`src/rtl/amo_unit_pkg.sv`:
```
// Shared constants for the atomic-memory unit: funct5 codes, FSM encodings, helpers.
package amo_unit_pkg;

  localparam logic [4:0] AmoAdd  = 5'b00000;
  localparam logic [4:0] AmoSwap = 5'b00001;
  localparam logic [4:0] AmoLr   = 5'b00010;
  localparam logic [4:0] AmoSc   = 5'b00011;
  localparam logic [4:0] AmoXor  = 5'b00100;
  localparam logic [4:0] AmoOr   = 5'b01000;
  localparam logic [4:0] AmoAnd  = 5'b01100;
  localparam logic [4:0] AmoMin  = 5'b10000;
  localparam logic [4:0] AmoMax  = 5'b10100;
  localparam logic [4:0] AmoMinu = 5'b11000;
  localparam logic [4:0] AmoMaxu = 5'b11100;

  localparam logic [1:0] StIdle = 2'd0;
  localparam logic [1:0] StRd   = 2'd1;
  localparam logic [1:0] StWr   = 2'd2;
  localparam logic [1:0] StAck  = 2'd3;

  function automatic logic [63:0] sext32(input logic [31:0] v);
    return {{32{v[31]}}, v};
  endfunction

endpackage

```
`src/rtl/amo_alu.sv`:
```
// Combinational read-modify-write datapath for AMO instructions (.W and .D).
module amo_alu
  import amo_unit_pkg::*;
(
  input  logic [4:0]  funct5,
  input  logic        w,
  input  logic [63:0] a,
  input  logic [63:0] b,
  output logic [63:0] result
);

  logic [63:0] op_a, op_b, res;
  logic        lt_s, lt_u;

  always_comb begin
    op_a = w ? sext32(a[31:0]) : a;
    op_b = w ? sext32(b[31:0]) : b;
    // Sign-extended .W operands compare correctly as 64-bit signed; unsigned needs raw bits.
    lt_s = $signed(op_a) < $signed(op_b);
    lt_u = w ? (a[31:0] < b[31:0]) : (a < b);
    case (funct5)
      AmoAdd:  res = op_a + op_b;
      AmoXor:  res = op_a ^ op_b;
      AmoAnd:  res = op_a & op_b;
      AmoOr:   res = op_a | op_b;
      AmoMin:  res = lt_s ? op_a : op_b;
      AmoMax:  res = lt_s ? op_b : op_a;
      AmoMinu: res = lt_u ? op_a : op_b;
      AmoMaxu: res = lt_u ? op_b : op_a;
      default: res = op_b;
    endcase
    result = w ? sext32(res[31:0]) : res;
  end

endmodule

```
`src/rtl/amo_unit.sv`:
```
// RV64A atomic responder: LR/SC reservation plus AMO read-modify-write over a simple data bus.
module amo_unit
  import amo_unit_pkg::*;
(
  input  logic        clk,
  input  logic        rst_n,
  input  logic        amo_req,
  input  logic [4:0]  amo_funct5,
  input  logic        amo_w,
  input  logic [63:0] amo_addr,
  input  logic [63:0] amo_rs2,
  output logic        amo_ack,
  output logic [63:0] amo_rd,
  output logic        amo_err,
  output logic [63:0] b_addr,
  output logic        b_rd,
  output logic        b_wr,
  output logic        b_w,
  output logic [63:0] b_wdata,
  input  logic [63:0] b_rdata,
  input  logic        b_rdy,
  input  logic        snoop_v,
  input  logic [63:0] snoop_addr
);

  logic [1:0]  state_q, state_d;
  logic [4:0]  funct5_q;
  logic        w_q;
  logic [63:0] addr_q, rs2_q, rd_q;
  logic        err_q;
  logic        resv_v_q;
  logic [60:0] resv_addr_q;

  logic        misaligned, req_is_sc, snoop_hit, sc_hit, accept, lr_done, bus_act;
  logic [63:0] rdata_ext, alu_result;
  logic        unused_snoop_low;

  assign unused_snoop_low = ^snoop_addr[2:0];

  assign accept     = (state_q == StIdle) && amo_req;
  assign misaligned = amo_w ? (amo_addr[1:0] != 2'b00) : (amo_addr[2:0] != 3'b000);
  assign req_is_sc  = (amo_funct5 == AmoSc);
  assign snoop_hit  = snoop_v && resv_v_q && (snoop_addr[63:3] == resv_addr_q);
  // A same-cycle snoop beats the SC, so it is folded into the hit test.
  assign sc_hit     = resv_v_q && !snoop_hit && (resv_addr_q == amo_addr[63:3]);
  assign rdata_ext  = w_q ? sext32(b_rdata[31:0]) : b_rdata;
  assign lr_done    = (state_q == StRd) && b_rdy && (funct5_q == AmoLr);

  always_comb begin
    state_d = state_q;
    case (state_q)
      StIdle: begin
        if (amo_req) begin
          if (misaligned)     state_d = StAck;
          else if (req_is_sc) state_d = sc_hit ? StWr : StAck;
          else                state_d = StRd;
        end
      end
      StRd:    if (b_rdy) state_d = (funct5_q == AmoLr) ? StAck : StWr;
      StWr:    if (b_rdy) state_d = StAck;
      StAck:   state_d = StIdle;
      default: state_d = StIdle;
    endcase
  end

  always_ff @(posedge clk or negedge rst_n) begin
    if (!rst_n) begin
      state_q  <= StIdle;
      funct5_q <= 5'b0;
      w_q      <= 1'b0;
      addr_q   <= 64'b0;
      rs2_q    <= 64'b0;
      rd_q     <= 64'b0;
      err_q    <= 1'b0;
    end else begin
      state_q <= state_d;
      if (accept) begin
        funct5_q <= amo_funct5;
        w_q      <= amo_w;
        addr_q   <= amo_addr;
        rs2_q    <= amo_rs2;
        err_q    <= misaligned;
        rd_q     <= {63'b0, !misaligned && req_is_sc && !sc_hit};
      end else if ((state_q == StRd) && b_rdy) begin
        rd_q <= rdata_ext;
      end
    end
  end

  always_ff @(posedge clk or negedge rst_n) begin
    if (!rst_n) begin
      resv_v_q    <= 1'b0;
      resv_addr_q <= 61'b0;
    end else if (lr_done) begin
      resv_v_q    <= 1'b1;
      resv_addr_q <= addr_q[63:3];
    end else if (snoop_hit || (accept && req_is_sc)) begin
      resv_v_q <= 1'b0;
    end
  end

  amo_alu u_alu (
    .funct5 (funct5_q),
    .w      (w_q),
    .a      (rd_q),
    .b      (rs2_q),
    .result (alu_result)
  );

  assign bus_act = (state_q == StRd) || (state_q == StWr);
  assign b_rd    = (state_q == StRd);
  assign b_wr    = (state_q == StWr);
  assign b_addr  = bus_act ? addr_q : 64'b0;
  assign b_w     = bus_act && w_q;
  assign b_wdata = b_wr ? ((funct5_q == AmoSc) ? rs2_q : alu_result) : 64'b0;
  assign amo_ack = (state_q == StAck);
  assign amo_rd  = amo_ack ? rd_q : 64'b0;
  assign amo_err = amo_ack && err_q;

endmodule

```
`config.mk`:
```
export PLATFORM = sky130hd
export DESIGN_NAME = amo_unit
export DESIGN_NICKNAME = d
export VERILOG_FILES = /design/src/rtl/amo_unit_pkg.sv /design/src/rtl/amo_alu.sv /design/src/rtl/amo_unit.sv
export SDC_FILE = /design/constraint.sdc
export NUM_CORES = 1
export LEC_CHECK = 0
export CORE_MARGIN = 2
export CORE_UTILIZATION = 42
export CTS_CLUSTER_SIZE = 24
export DETAILED_ROUTE_END_ITERATION = 10
export PLACE_DENSITY = 0.71
export SLEW_MARGIN = 10
export SYNTH_ARGS = -nofsm -noshare
export SYNTH_HDL_FRONTEND = slang
export SYNTH_HIERARCHICAL = 1
export SYNTH_SLANG_ARGS = --single-unit
```
`constraint.sdc`:
```
create_clock -name clk -period 17.2 [get_ports clk]
set_clock_uncertainty 0.15 [all_clocks]
set_input_delay 3.44 -clock clk [delete_from_list [all_inputs] [get_ports clk]]
set_output_delay 3.44 -clock clk [all_outputs]
set_load 0.02 [all_outputs]
```
==> qor.log <==
[run_status] result of the run finished clean
[sta] Fmax 86.6 MHz
[worst_setup_path] number of cells on the critical path 20
[power] worst vdd ir 0.151 mV
[cells_and_area] finished layout cell area 30500 sq um
[yosys] synth unique cells 86
[cells_and_area] count of nets after finishing 3737
[global_routing] aggregate global routing overflow 0
[job] number of violations of the max-capacitance limit 0
[global_routing] wire length of the first global-routing pass 136000 um
[sta] Final setup violation count 0
[cells_and_area] most common cell after layout, fill and taps aside sky130_fd_sc_hd__clkdlybuf4s50_1
[detailed_routing] number of iterations in the first detailed-routing pass 7
[power] Design Power 6.52 mW
[yosys] Syn Nets 3411
[clock_network] clock tree from TritonCTS done
[yosys] Top FF cell, synth sky130_fd_sc_hd__dfrtp_1
[detailed_routing] via density per instance 5.78
[worst_setup_path] CP max stage cell sky130_fd_sc_hd__clkdlybuf4s50_1
[worst_setup_path] critical path launch point type register
[clock_network] post-cts repair resize count 0
[global_routing] via count of the first global-routing pass 22473
[cells_and_area] Area growth syn-to-layout 25.1%
[power] power density of the placed cells 214 nW/um^2
[yosys] dominant cells by area after synthesis sky130_fd_sc_hd__dfrtp_1 27%, sky130_fd_sc_hd__ha_1 12%, sky130_fd_sc_hd__mux2_2 8.7%
[place] Routability Congestion 0.965
[clock_network] Inserted Clock Buffers 34
[global_routing] antenna violations before repair 10
[power] part of the total power dissipated in combinational logic 69.4%
[power] switching part of the total 52.1%
[worst_setup_path] crit-path leading delay family compound AO/OA/AOI/OAI gates
[power] switching power total 3.40 mW
[yosys] library cell with the largest summed area after synthesis sky130_fd_sc_hd__dfrtp_1
[floorplan] number of rows in the core area 88
[worst_setup_path] crit path DAT 7960 ps
[yosys] portion of the post-synthesis area used by sequential elements 27.0%
[yosys] Mapped Avg Cell Area 8.36 sq um
[sta] slew at the pin with the worst max-slew slack 1210 ps
[worst_setup_path] count of cells along the worst register-to-register path 6
[clock_network] Setup Fix Bufs, Post-CTS 0
[worst_setup_path] most common cell type on the critical path sky130_fd_sc_hd__buf_4
[clock_network] number of buffers inserted by hold repair at cts 0
[yosys] synthesized instance count 2914
[clock_network] clock latency at the later pin of the worst-skew pair 570 ps
[sta] slew margin rel. 19.2%
[detailed_routing] number of routed nets with antenna violations 0
[cells_and_area] share of final-layout standard cells stronger than drive strength 1 10.3%
[detailed_routing] DRC marker count from the first detailed-route iteration 1786
[detailed_routing] DR DRC count 0
[yosys] warnings from Yosys 6
[worst_hold_path] HP Class register to register
[yosys] number of enable-type register cells in the synthesized netlist 0
[floorplan] die outline area 60000 sq um
[cells_and_area] share of the core filled with cells 53.0%
[yosys] cell area after technology mapping 24400 sq um
[sta] final-report max-slew violation count 0
[worst_setup_path] Largest stage delay, worst path 740 ps
[sta] final critical delay including setup and external delays 11550 ps
[detailed_routing] vias after detailed routing 23301
[worst_setup_path] Crit Path Max Fanout 85
[clock_network] maximum buffer depth of the clock tree 3
[clock_network] clock input transition at the sequential cells of the worst setup and hold paths 60 ps
[worst_setup_path] worst-path cell chain inv_2, buf_4, nor2_1, buf_4, a21oi_1, ha_1, nor4_2, nand4_1, nor4_1, o41ai_1, nand3b_1, a22oi_2, o221ai_1, o21a_2, buf_4, nor2_1, o31ai_1, nand2_1, a21boi_0, clkdlybuf4s50_1
[power] static leakage 13.4 nW
[power] Int Pwr 3.12 mW
[cells_and_area] # fillers 5421
[floorplan] Initial Util 42.3%
[worst_setup_path] critical path buffer and inverter count 5
[place] detailed-placement wirelength estimate 65700 um
[global_routing] largest net degree at the start of global routing 86
[sta] final critical-path setup slack 5650 ps
[floorplan] Core Box Area 57600 sq um
[floorplan] die boundary height 245 um
[yosys] flip-flop and latch count after synthesis 263
[worst_hold_path] worst hold path depth 2
[floorplan] die width 245 um
[detailed_routing] average detailed-routed wire length per instance 22.3 um
[worst_setup_path] CP Class register to output pin
[clock_network] # H-tree levels 2
[cells_and_area] sequential cell area 6580 sq um
[sta] RSZ-0062 raised after global routing no
[worst_setup_path] required time of the critical path 13610 ps
[clock_network] CTS sink cnt 263
[power] Clock Power Share 11.4%
[sta] Sum Neg Setup Slack 0 ps
[power] proportion of power drawn by flip-flops and latches 19.2%
[sta] post-route clock period utilization 67.1%
[yosys] top cell type's share of synthesized area 27.0%
[worst_setup_path] type of element capturing the critical path output pin
[place] worst setup slack before clock tree synthesis 6410 ps
[cells_and_area] top library cells by usage in the layout, fill and taps aside 459 x sky130_fd_sc_hd__clkdlybuf4s50_1, 273 x sky130_fd_sc_hd__a21oi_1, 263 x sky130_fd_sc_hd__dfrtp_1
[place] quantity of I/O buffers inserted on ports 460
[yosys] fraction of registers with async set/reset 100%
[cells_and_area] Multi-input gate area 16200 sq um
[sta] final hold vios 0
[floorplan] Boundary Pins 464
[detailed_routing] Post-Route WL 90000 um
[clock_network] CTS root buffer sky130_fd_sc_hd__clkbuf_16
[place] instance area after placement 29300 sq um
[global_routing] total global-route track usage 29.2%
==> cells in the mapped netlist, drive strengths merged (24+ instances only) <==
cell	instances
nand2	265
a211oi	30
nor2	126
a22o	32
a21oi	275
xor2	89
a21boi	67
inv	204
o21ai	241
a21o	56
nor2b	24
nor3	26
and2	139
a221oi	53
ha	229
xnor2	75
nand4	46
dfrtp	263
nand3	29
nor4	39
mux2	195
buf	70
clkbuf	130
==> power groups by stage <==
stage	combinational [mW]	sequential (mW)	clock (mW)
after floorplan	3.12	1.10	0
after global placement	4.42	1.24	0
after detailed placement	4.45	1.26	0
after CTS	4.48	1.25	0.755
after global routing	4.93	1.30	0.782
final	4.52	1.25	0.740
==> tightest hold or removal path, cell delays in order, from the launching register on <==
cell,delay [ps]
sky130_fd_sc_hd__dfrtp_1,340
sky130_fd_sc_hd__nand2_1,40
sky130_fd_sc_hd__o21ai_0,60
==> cell families after synthesis <==
logic type,after synthesis,share of synthesized area (%)
adder cells (fa/ha/maj),230,11.8
multiplexers,201,9.27
flip-flops,263,27.0
buffers and inverters,404,6.76
AO/OA/AOI/OAI,905,24.0
AND/OR/NAND/NOR,747,15.3
XOR/XNOR,164,5.89
==> registers in the layout, summed over array words and instances, names as in the netlist <==
name         flops
rs2_q           64
addr_q          64
err_q            1
rd_q            64
resv_addr_q     61
w_q              1
state_q          2
funct5_q         5
resv_v_q         1
==> per-layer routing <==
metal  GRT usage, %  share of wire [%]
met1           36.9                 41
met2           47.6                 46
met3           8.13                8.8
met4           10.6                3.6
met5              0              0.074
==> path summary, 6_finish.rpt <==
path | start | to | slack, ps
setup reg to reg | resv_addr_q[51] | state_q[0] | 14210
setup / recovery | w_q | b_wdata[33] | 5650
hold / removal | err_q | err_q | 330
min in group asynchronous | rst_n | rs2_q[48] | 2690
max in group asynchronous | rst_n | addr_q[13] | 12780
hold reg to reg | err_q | err_q | 330
==> layout make-up <==
class                           instances  area share, %
Antenna cell                            3         0.0246
Clock buffer                           47           3.18
Multi-Input combinational cell       2247           53.1
Tap cell                              765           3.14
Sequential cell                       263           21.6
Timing Repair Buffer                  490           15.9
Clock inverter                         14          0.574
Inverter                              204           2.51
==> metrics by stage <==
step	hold slack [ps]	std cells
2_1_floorplan	292	2914
3_3_place_gp	308	3969
3_5_place_dp	313	3969
5_1_grt	353	4033
4_1_cts	327	4030
6_report	326	4033
Note: power is estimated with default switching activity, not from simulation.
